`config.mk`:
```
export PLATFORM = sky130hd
export DESIGN_NAME = regfile_ctx
export DESIGN_NICKNAME = d
export VERILOG_FILES = /design/src/rtl/regfile_ctx.sv
export SDC_FILE = /design/constraint.sdc
export NUM_CORES = 1
export LEC_CHECK = 0
export ABC_CLOCK_PERIOD_IN_PS = 12100
export CELL_PAD_IN_SITES_DETAIL_PLACEMENT = 1
export CELL_PAD_IN_SITES_GLOBAL_PLACEMENT = 1
export CORE_UTILIZATION = 30
export CTS_CLUSTER_SIZE = 8
export DETAILED_ROUTE_END_ITERATION = 10
export DONT_BUFFER_PORTS = 1
export GPL_ROUTABILITY_DRIVEN = 0
export PLACE_DENSITY_LB_ADDON = 0.1
export SKIP_LAST_GASP = 1
export SYNTH_ARGS = -nofsm -noshare
export SYNTH_HDL_FRONTEND = slang
export SYNTH_SLANG_ARGS = --single-unit
```
`constraint.sdc`:
```
create_clock -name clk -period 12.1 [get_ports clk]
set_input_delay 1.815 -clock clk [delete_from_list [all_inputs] [get_ports clk]]
set_output_delay 1.815 -clock clk [all_outputs]
set_load 0.005 [all_outputs]
```
`src/rtl/regfile_ctx.sv`:
```
// Parametrised register file with write-to-read bypass and a serial
// context save/restore engine driven by the interrupt controller.
module regfile_ctx #(
    parameter int                DATA_W     = 16,
    parameter int                ADDR_W     = 4,
    parameter int                ZERO_IDX   = 15,
    parameter int                SP_IDX     = 14,
    parameter int                RESULT_IDX = 0,
    parameter logic [DATA_W-1:0] SP_INIT    = 16'hFFFE
) (
    input  logic              clk,
    input  logic              reset,
    input  logic [ADDR_W-1:0] rd_addr1,
    input  logic [ADDR_W-1:0] rd_addr2,
    output logic [DATA_W-1:0] rd_data1,
    output logic [DATA_W-1:0] rd_data2,
    output logic [DATA_W-1:0] result_reg,
    input  logic              wr_en,
    input  logic [ADDR_W-1:0] wr_addr,
    input  logic [DATA_W-1:0] wr_data,
    input  logic              save_start,
    input  logic              restore_start,
    output logic              busy,
    output logic              done,
    output logic [DATA_W-1:0] save_data,
    output logic [ADDR_W-1:0] save_idx,
    output logic              save_valid,
    input  logic              save_ready,
    input  logic [DATA_W-1:0] restore_data,
    input  logic              restore_valid,
    output logic              restore_ready
);

    localparam int NREGS = 2**ADDR_W;
    localparam logic [ADDR_W-1:0] ZI = ADDR_W'(ZERO_IDX);
    localparam logic [ADDR_W-1:0] RI = ADDR_W'(RESULT_IDX);
    localparam logic [ADDR_W-1:0] FIRST_IDX =
        (ZERO_IDX == 0) ? ADDR_W'(1) : ADDR_W'(0);
    localparam logic [ADDR_W-1:0] LAST_IDX =
        (ZERO_IDX == NREGS - 1) ? ADDR_W'(NREGS - 2) : ADDR_W'(NREGS - 1);

    typedef enum logic [1:0] {
        IDLE,
        SAVE,
        RESTORE
    } state_t;

    state_t            state_q, state_d;
    logic [ADDR_W-1:0] idx_q, idx_d;
    logic              done_q, done_d;
    logic [DATA_W-1:0] mem_q [NREGS];
    logic              core_we;
    logic              rst_we;
    logic              idle;

    function automatic logic [ADDR_W-1:0] step(input logic [ADDR_W-1:0] i);
        logic [ADDR_W-1:0] n;
        n = i + ADDR_W'(1);
        if (n == ZI) n = n + ADDR_W'(1);
        return n;
    endfunction

    assign idle    = (state_q == IDLE);
    assign core_we = wr_en && idle && (wr_addr != ZI);

    always_comb begin
        state_d = state_q;
        idx_d   = idx_q;
        done_d  = 1'b0;
        rst_we  = 1'b0;
        unique case (state_q)
            IDLE: begin
                if (save_start) begin
                    state_d = SAVE;
                    idx_d   = FIRST_IDX;
                end else if (restore_start) begin
                    state_d = RESTORE;
                    idx_d   = FIRST_IDX;
                end
            end
            SAVE: begin
                if (save_ready) begin
                    if (idx_q == LAST_IDX) begin
                        state_d = IDLE;
                        done_d  = 1'b1;
                    end else begin
                        idx_d = step(idx_q);
                    end
                end
            end
            RESTORE: begin
                if (restore_valid) begin
                    rst_we = 1'b1;
                    if (idx_q == LAST_IDX) begin
                        state_d = IDLE;
                        done_d  = 1'b1;
                    end else begin
                        idx_d = step(idx_q);
                    end
                end
            end
            default: state_d = IDLE;
        endcase
    end

    always_ff @(posedge clk or posedge reset) begin
        if (reset) begin
            state_q <= IDLE;
            idx_q   <= '0;
            done_q  <= 1'b0;
        end else begin
            state_q <= state_d;
            idx_q   <= idx_d;
            done_q  <= done_d;
        end
    end

    // Core writes and restore writes are mutually exclusive via busy.
    always_ff @(posedge clk or posedge reset) begin
        if (reset) begin
            for (int i = 0; i < NREGS; i++) begin
                mem_q[i] <= (i == SP_IDX) ? SP_INIT : '0;
            end
        end else if (core_we) begin
            mem_q[wr_addr] <= wr_data;
        end else if (rst_we && (idx_q != ZI)) begin
            mem_q[idx_q] <= restore_data;
        end
    end

    always_comb begin
        if (rd_addr1 == ZI)
            rd_data1 = '0;
        else if (wr_en && idle && (wr_addr == rd_addr1))
            rd_data1 = wr_data;
        else
            rd_data1 = mem_q[rd_addr1];
    end

    always_comb begin
        if (rd_addr2 == ZI)
            rd_data2 = '0;
        else if (wr_en && idle && (wr_addr == rd_addr2))
            rd_data2 = wr_data;
        else
            rd_data2 = mem_q[rd_addr2];
    end

    assign result_reg    = (RI == ZI) ? '0 : mem_q[RI];
    assign busy          = !idle;
    assign done          = done_q;
    assign save_valid    = (state_q == SAVE);
    assign save_idx      = save_valid ? idx_q : '0;
    assign save_data     = save_valid ? mem_q[idx_q] : '0;
    assign restore_ready = (state_q == RESTORE);

endmodule

```
==> run_results.csv, run 1 <==
group,metric,value,unit
floorplanning,die_area,64900,sq um
power,irDropWorstVdd,97.7,uV
clocking,cts_resized,0,
yosys,async_flop_share,100,%
global_route,antenna_found_initial,1,
global_route,grt_overflow,0,
placement,dp_hpwl,56900,um
global_route,grt_pass1_wl,123000,um
placement,portBuffers,0,
yosys,syn_area,19200,sq um
floorplanning,io_pins,123,
floorplanning,start_util,30.4,%
yosys,synth_edf_count,0,
yosys,syn_inst,1666,
layout,largest_register_ffs,240,
routing,wl,86100,um
clocking,clockBufferDepth,3,
sta,fin_tns_setup,0,ns
critical_path,critPathCaptureType,"output port",
routing,drt-wirelength-per-cell,36.0,um
sta,fmaxAchievable,0.161,GHz
sta,setup_viol_count_final,0,
hold_path,hold_class,"flop to flop",
clocking,cts.sinks,263,
layout,drive_gt1_share,18.4,%
yosys,yosys_most_used_dff,"dfrtp_1",
sta,grt_setup_unrepaired,"false",
critical_path,crit_arrival,4.41,ns
routing,first_iter_violations,1372,
global_route,grt_usage,26.8,%
sta,fin_crit_sh,51.5,%
clocking,cts_root_buf,"clkbuf_16",
floorplanning,dieHeight,255,um
routing,vias,15300,
sta,max-slew-margin-rel,7.24,%
critical_path,path_max_fanout,39,
critical_path,startpoint_type,"input port",
run,maxCapViolations,0,
layout,nets,1586,
power,power_leakage,9.48,nW
critical_path,crit_type,"input port to output port",
critical_path,worst_ep_required_time,10.28,ns
yosys,synth_fp_nets,1727,
sta,hold_violations,0,
sta,layout_min_cycle_time,6.23,ns
global_route,grt_max_degree,156,
clocking,htree_levels,2,
routing,drc_errors,0,
power,powerDensity,222,nW/um^2
clocking,clk_pin_slew,0.05,ns
floorplanning,rows,92,
sta,worstMarginPinSlew,1.36,ns
layout,fillers,6869,
layout,syn2layout_area_growth,7.46,%
yosys,ys_ff_latch,263,
routing,ant_nets,0,
yosys,ys_warn_count,0,
clocking,cts_buffers,39,
floorplanning,core_area,63100,sq um
floorplanning,die_w,255,um
clocking,cts_tree,"done",
outcome,status,"finished, final reports clean",
layout,final-instance-count-excl-fill,2390,
clocking,clk_latency,0.56,ns
clocking,cts_hold_buf,0,
sta,drv_slew,0,
yosys,ys_seq_area_share,34.4,%
routing,viasPerCell,6.42,
placement,post-place-cells,2330,
yosys,synth_cell_type_count,60,
global_route,grt_pass1_vias,15500,
yosys,postSynthAreaPerCell,11.5,sq um
sta,fin_skew,0.0196,ns
clocking,cts.repair_timing.setup_buffer_count,0,
routing,drt-pass1-iter-count,5,
## metal layers
layer	GRT usage [%]	routed length (um)
met5	0	13
met2	41.5	39200
met3	4.90	5530
met1	38.1	39200
met4	7.31	2130
## worst max-delay path, cell delays in order
cell	delay (ns)
nand3b_1	0.88
o22ai_1	0.24
a2111oi_0	1.18
a21oi_1	0.23
## power by group
part	internal, W	total (W)	leakage, nW	switching (W)
logic	0.000915	0.00179	5.56	0.000874
clock network	0.000595	0.00104	0.520	0.000442
registers	0.00125	0.00175	3.40	0.000500
## through the flow
step | setup slack, ns | cell area, sq um | utilization (%) | total power, W | hold WS [ns]
after global routing | 6.01 | 20600 | 32.7 | 0.00482 | 0.442
after CTS | 6.04 | 20600 | 32.7 | 0.00459 | 0.422
after global placement | 6.02 | 19500 | 31.0 | 0.00348 | 0.406
final | 5.87 | 20600 | 32.7 | 0.00458 | 0.424
after floorplan | 3.07 | 19200 | - | 0.00294 | 0.466
after detailed placement | 6.04 | 19500 | 31.0 | 0.00353 | 0.410
## cell usage after synthesis, drive strengths merged, types with 2 or more instances
master | number | area share, %
and3 | 16 | 0.52
ha | 10 | 0.65
dfrtp | 248 | 32
nand2 | 38 | 0.74
o21ai | 18 | 0.47
a21oi | 34 | 0.89
nand3 | 23 | 0.60
or3 | 2 | 0.065
or3b | 2 | 0.091
a31oi | 2 | 0.065
dfstp | 15 | 2.1
nand4 | 7 | 0.31
a221oi | 2 | 0.091
a211oi | 3 | 0.14
o21ba | 3 | 0.16
a2111oi | 44 | 3.3
mux2i | 167 | 8.7
nor3 | 4 | 0.16
o31ai | 32 | 1.3
or2 | 4 | 0.13
clkbuf | 136 | 2.7
nand4b | 2 | 0.091
a22o | 194 | 9.3
nor2b | 7 | 0.23
nand3b | 5 | 0.20
mux4 | 126 | 15
mux2 | 48 | 2.8
buf | 96 | 3.3
a221o | 16 | 0.84
o22ai | 81 | 2.6
nand2b | 7 | 0.23
inv | 15 | 0.29
and2 | 32 | 1.0
a21o | 145 | 5.7
a22oi | 32 | 1.3
nor2 | 30 | 0.86
xnor2 | 9 | 0.41
## worst paths after layout
| path | startpoint | end | slack [ns] | cells after the start |
|---|---|---|---|---|
| max in group asynchronous | reset | mem_q[99] | 9.44 | 2 |
| worst max register to register | idx_q[1] | mem_q[208] | 8.29 | 8 |
| worst min-delay path | mem_q[0] | mem_q[0] | 0.42 | 0 |
| worst max-delay path | rd_addr2[2] | rd_data2[11] | 5.87 | 4 |
| min in group asynchronous | reset | mem_q[218] | 1.23 | 1 |
| worst min register to register | mem_q[0] | mem_q[0] | 0.42 | 0 |
## cell families (layout without fill, tap and decap cells)
family,after synthesis,in the layout,share of synthesized area [%]
buffers and inverters,247,124,6.26
AND/OR/NAND/NOR,181,181,5.37
XOR/XNOR,10,10,0.457
other,0,1,0
adder cells (fa/ha/maj),10,10,0.653
multiplexers,341,341,26.3
AO/OA/AOI/OAI,614,614,26.5
flip-flops,263,263,34.4
## area by class of cell
| class | count | area, sq um | share of cell area, % |
|---|---|---|---|
| tap | 846 | 1060 | 5.14 |
| inverter | 15 | 63.8 | 0.310 |
| clock buffer | 56 | 1050 | 5.10 |
| antenna | 1 | 2.50 | 0.0121 |
| clock inverter | 3 | 26.3 | 0.128 |
| multi-input combinational | 1156 | 11400 | 55.4 |
| sequential | 263 | 6610 | 32.1 |
| timing repair buffer | 50 | 388 | 1.88 |
## cell usage in the layout, fill, tap and decap left out, types with 21 or more instances in the layout
master / instances
mux2_1: 48
nand2_1: 38
dfrtp_1: 246
nor2_1: 21
a21o_1: 145
a22oi_1: 32
o31ai_1: 32
mux2i_1: 167
clkbuf_16: 39
o22ai_1: 81
and2_1: 32
a22o_1: 184
a21oi_1: 34
mux4_2: 126
buf_4: 49
a2111oi_0: 30
nand3_1: 23
No activity file was read; power rests on OpenSTA's default activity.
==> run 2: changes to the inputs <==
--- a/config.mk
+++ b/config.mk
@@ -5,7 +5,7 @@
 export SDC_FILE = /design/constraint.sdc
 export NUM_CORES = 1
 export LEC_CHECK = 0
-export ABC_CLOCK_PERIOD_IN_PS = 12100
+export ABC_CLOCK_PERIOD_IN_PS = 5020
 export CELL_PAD_IN_SITES_DETAIL_PLACEMENT = 1
 export CELL_PAD_IN_SITES_GLOBAL_PLACEMENT = 1
 export CORE_UTILIZATION = 30
==> constraint.sdc (replaced) <==
create_clock -name clk -period 5.02 [get_ports clk]
set_input_delay 0.753 -clock clk [delete_from_list [all_inputs] [get_ports clk]]
set_output_delay 0.753 -clock clk [all_outputs]
set_load 0.005 [all_outputs]
==> run_results.csv, run 2 (synthesized netlist as in run 1, its figures left out) <==
group,metric,value,unit
layout,multiInputGateArea,11400,sq um
sta,drv_slew,0,
clocking,cts_root_buf,"clkbuf_16",
global_route,grt_pass1_vias,15500,
global_route,met1_usage,39.2,%
routing,viasPerCell,6.38,
clocking,cts_buffers,39,
run,maxCapViolations,0,
floorplanning,die_w,255,um
layout,largest_register_ffs,240,
power,clkPwrFrac,22.7,%
power,switchingPower,0.00437,W
global_route,gr-usage-met3,3.91,%
sta,grt_setup_unrepaired,"false",
global_route,grt_overflow,0,
critical_path,path_max_fanout,18,
sta,fmaxAchievable,0.237,GHz
power,power_leakage,9.49,nW
clocking,clk_pin_slew,0.06,ns
routing,wl,84200,um
placement,dp_hpwl,58300,um
global_route,antenna_found_initial,0,
sta,worstMarginPinSlew,1.28,ns
sta,layout_min_cycle_time,4.22,ns
layout,utilization,32.7,%
routing,drt-wirelength-per-cell,35.3,um
clocking,htree_levels,2,
sta,fin_skew,0.0127,ns
layout,syn2layout_area_growth,7.51,%
critical_path,worst_ep_required_time,4.27,ns
critical_path,crit_arrival,3.46,ns
placement,portBuffers,0,
floorplanning,core_area,63100,sq um
sta,holdWs,0.191,ns
layout,layout_common_cells,"dfrtp_1, a22o_1, mux2i_1, a21o_1, mux4_2",
floorplanning,start_util,30.4,%
power,irDropWorstVdd,222,uV
clocking,cts.repair_timing.setup_buffer_count,0,
layout,seqCellArea,6610,sq um
routing,drt-pass1-iter-count,5,
global_route,grt_usage,26.2,%
clocking,cts_resized,0,
sta,fin_crit_sh,84.0,%
critical_path,startpoint_type,"flop",
power,p_sw_share,39.5,%
global_route,use_met2,39.2,%
clocking,clockBufferDepth,3,
critical_path,crit_type,"flop to output port",
placement,place_ws,1.39,ns
power,p_comb_share,38.5,%
critical_path,reg2reg_depth,7,
placement,post-place-cells,2328,
clocking,clk_latency,0.56,ns
routing,ant_nets,0,
critical_path,critPathCaptureType,"output port",
sta,setup_viol_count_final,0,
outcome,status,"finished, final reports clean",
sta,timing.final.ws_setup,0.803,ns
layout,fillers,6873,
hold_path,hold_class,"input port to async pin",
clocking,cts.sinks,263,
clocking,cts_tree,"done",
floorplanning,io_pins,123,
power,intPower,0.00669,W
sta,fin_tns_setup,0,ns
floorplanning,rows,92,
power,pwr-share-seq,38.8,%
floorplanning,dieHeight,255,um
sta,max-slew-margin-rel,14.7,%
global_route,busiest_layer,"met2",
sta,hold_violations,0,
power,powerDensity,537,nW/um^2
routing,drc_errors,0,
floorplanning,die_area,64900,sq um
layout,final-instance-count-excl-fill,2385,
layout,drive_gt1_share,18.3,%
layout,nets,1584,
routing,first_iter_violations,1206,
layout,final_common_cell,"dfrtp_1",
global_route,grt_max_degree,100,
clocking,cts_hold_buf,0,
global_route,grt_pass1_wl,122000,um
routing,vias,15200,
layout,diodes,0,
run 2: power groups by stage:
stage / Combinational (W) / Sequential [W] / Clock [W]
after CTS: 0.00426 / 0.00425 / 0.00258
after global placement: 0.00418 / 0.00422 / 0
after detailed placement: 0.00425 / 0.00427 / 0
after floorplan: 0.00349 / 0.00361 / 0
final: 0.00426 / 0.00429 / 0.00251
after global routing: 0.00457 / 0.00442 / 0.00264
run 2: metal layers:
layer,part of all wire (%),vias up
li1,-,6313
met1,48,8292
met2,45,498
met3,5.5,105
met4,2.3,0
met5,0,-
run 2: critical path: stages (launching register included):
cell,delay (ns)
dfrtp_1,0.39
inv_1,0.14
ha_1,0.16
buf_4,0.16
and2_1,0.15
buf_4,0.40
nand2_1,0.11
buf_4,0.22
or2_2,0.47
a21oi_1,0.48
buf_4,0.20
run 2: path summary, 6_finish.rpt:
check                          endpoint            start  slack [ns]
max                        rd_data1[15]       state_q[0]        0.80
min                           mem_q[77]            reset        0.19
max reg2reg                  mem_q[211]         idx_q[0]        1.67
min reg2reg                    mem_q[3]         mem_q[3]        0.42
max in group asynchronous     mem_q[36]            reset        3.72
min in group clk             mem_q[181]  restore_data[5]        0.34
run 2: stage by stage:
step	power, W	area [sq um]
2_1_floorplan	0.00710	19200
3_3_place_gp	0.00840	19500
3_5_place_dp	0.00853	19500
4_1_cts	0.0111	20600
5_1_grt	0.0116	20600
6_report	0.0111	20600
run 2: layout make-up:
| class | count | share of cell area, % |
|---|---|---|
| well taps | 846 | 5.14 |
| clock inverters | 2 | 0.0486 |
| flip-flops and latches | 263 | 32.1 |
| multi-input cells | 1156 | 55.3 |
| inverters | 15 | 0.291 |
| clock buffers | 55 | 5.23 |
| repair buffers | 48 | 1.93 |
==> run 3: changes to the inputs <==
--- a/config.mk
+++ b/config.mk
@@ -5,7 +5,7 @@
 export SDC_FILE = /design/constraint.sdc
 export NUM_CORES = 1
 export LEC_CHECK = 0
-export ABC_CLOCK_PERIOD_IN_PS = 5020
+export ABC_CLOCK_PERIOD_IN_PS = 4250
 export CELL_PAD_IN_SITES_DETAIL_PLACEMENT = 1
 export CELL_PAD_IN_SITES_GLOBAL_PLACEMENT = 1
 export CORE_UTILIZATION = 30
==> constraint.sdc (replaced) <==
create_clock -name clk -period 4.25 [get_ports clk]
set_input_delay 0.6375 -clock clk [delete_from_list [all_inputs] [get_ports clk]]
set_output_delay 0.6375 -clock clk [all_outputs]
set_load 0.005 [all_outputs]
==> run_results.csv, run 3 (synthesized netlist as in run 1, its figures left out) <==
group,metric,value,unit
sta,setup_viol_count_final,0,
clocking,clockBufferDepth,3,
placement,place_ws,0.574,ns
global_route,grt_max_degree,77,
power,powerDensity,635,nW/um^2
layout,final_common_cell,"dfrtp_1",
routing,drc_errors,0,
clocking,cts_resized,0,
clocking,cts_hold_buf,0,
floorplanning,die_area,64900,sq um
outcome,status,"finished, final reports clean",
sta,fin_tns_setup,0,ns
clocking,cts_buffers,39,
layout,diodes,0,
layout,utilization,33.4,%
critical_path,startpoint_type,"input port",
sta,layout_min_cycle_time,3.79,ns
sta,grt_setup_unrepaired,"false",
global_route,grt_pass1_wl,124000,um
layout,largest_register_ffs,240,
floorplanning,io_pins,123,
placement,dp_hpwl,60800,um
sta,fmaxAchievable,0.264,GHz
power,clkPwrFrac,22.3,%
run,maxCapViolations,0,
power,p_comb_share,40.2,%
routing,ant_nets,0,
clocking,clk_latency,0.56,ns
sta,drv_slew,0,
floorplanning,die_w,255,um
floorplanning,dieHeight,255,um
floorplanning,core_area,63100,sq um
routing,wl,85200,um
clocking,cts.repair_timing.setup_buffer_count,0,
power,p_sw_share,39.3,%
layout,fillers,6908,
power,switchingPower,0.00526,W
routing,first_iter_violations,1242,
layout,drive_gt1_share,21.1,%
sta,fin_skew,0.00908,ns
critical_path,worst_ep_required_time,3.61,ns
clocking,htree_levels,2,
power,pwr-share-seq,37.5,%
global_route,grt_overflow,0,
power,power_leakage,9.78,nW
sta,fin_crit_sh,89.1,%
power,total_power,0.0134,W
layout,nets,1639,
critical_path,crit_type,"input port to output port",
sta,timing.final.ws_setup,0.463,ns
layout,layout_common_cells,"dfrtp_1, a22o_1, mux2i_1, a21o_1, mux4_2",
clocking,cts_root_buf,"clkbuf_16",
routing,drt-wirelength-per-cell,34.9,um
floorplanning,rows,92,
clocking,cts.sinks,263,
clocking,cts_tree,"done",
routing,vias,15400,
placement,portBuffers,0,
routing,drt-pass1-iter-count,5,
sta,worstMarginPinSlew,1.23,ns
global_route,grt_pass1_vias,15800,
floorplanning,start_util,30.4,%
critical_path,crit_arrival,3.15,ns
power,irDropWorstVdd,375,uV
critical_path,critPathCaptureType,"output port",
global_route,antenna_found_initial,1,
layout,syn2layout_area_growth,9.89,%
sta,max-slew-margin-rel,17.5,%
clocking,clk_pin_slew,0.05,ns
critical_path,path_max_fanout,39,
placement,post-place-cells,2383,
routing,viasPerCell,6.30,
hold_path,hold_class,"input port to async pin",
sta,hold_violations,0,
layout,final-instance-count-excl-fill,2440,
power,intPower,0.00812,W
global_route,grt_usage,26.6,%
[run 3: worst max-delay path, stage by stage]
cell and delay, ns:
nand3b_1 0.87, o22ai_1 0.33, a2111oi_0 0.90, a21oi_1 0.17
buf_4 0.18
[run 3: worst paths after layout]
kind / start / end / slack (ns) / cells past startpoint
max: rd_addr2[2] / rd_data2[7] / 0.46 / 5
min: reset / mem_q[46] / 0.17 / 1
max reg2reg: idx_q[0] / mem_q[208] / 1.17 / 8
min reg2reg: mem_q[2] / mem_q[2] / 0.43 / 0
max in group asynchronous: reset / mem_q[175] / 2.88 / 2
min in group clk: restore_data[7] / mem_q[183] / 0.21 / 2
[run 3: area by class of cell]
class / count / area [sq um] / share of cell area [%]
timing repair buffer: 103 / 836 / 3.97
clock buffer: 57 / 1110 / 5.25
multi-input combinational: 1156 / 11400 / 54.1
tap: 846 / 1060 / 5.02
inverter: 15 / 60.1 / 0.285
sequential: 263 / 6610 / 31.4
[run 3: routing by layer]
layer  global-route usage, %  up-vias  part of all wire (%)
met4                    5.42        4                   1.8
met1                    39.7     8336                    48
met2                    40.9      509                    45
met5                   0.977        -                  0.11
met3                    3.32       91                   5.0
li1                        -     6430                     -
[run 3: per-stage QoR]
stage / area, sq um / hold WS [ns]
after floorplan: 19200 / 0.466
after global placement: 20000 / 0.407
after detailed placement: 20000 / 0.414
after CTS: 21100 / 0.165
after global routing: 21100 / 0.190
final: 21100 / 0.167
[run 3: power groups by stage]
stage	clock, W	sequential [W]	combinational [W]
2_1_floorplan	0	0.00427	0.00412
3_3_place_gp	0	0.00494	0.00527
3_5_place_dp	0	0.00500	0.00536
4_1_cts	0.00306	0.00498	0.00537
5_1_grt	0.00315	0.00518	0.00576
6_report	0.00298	0.00502	0.00537
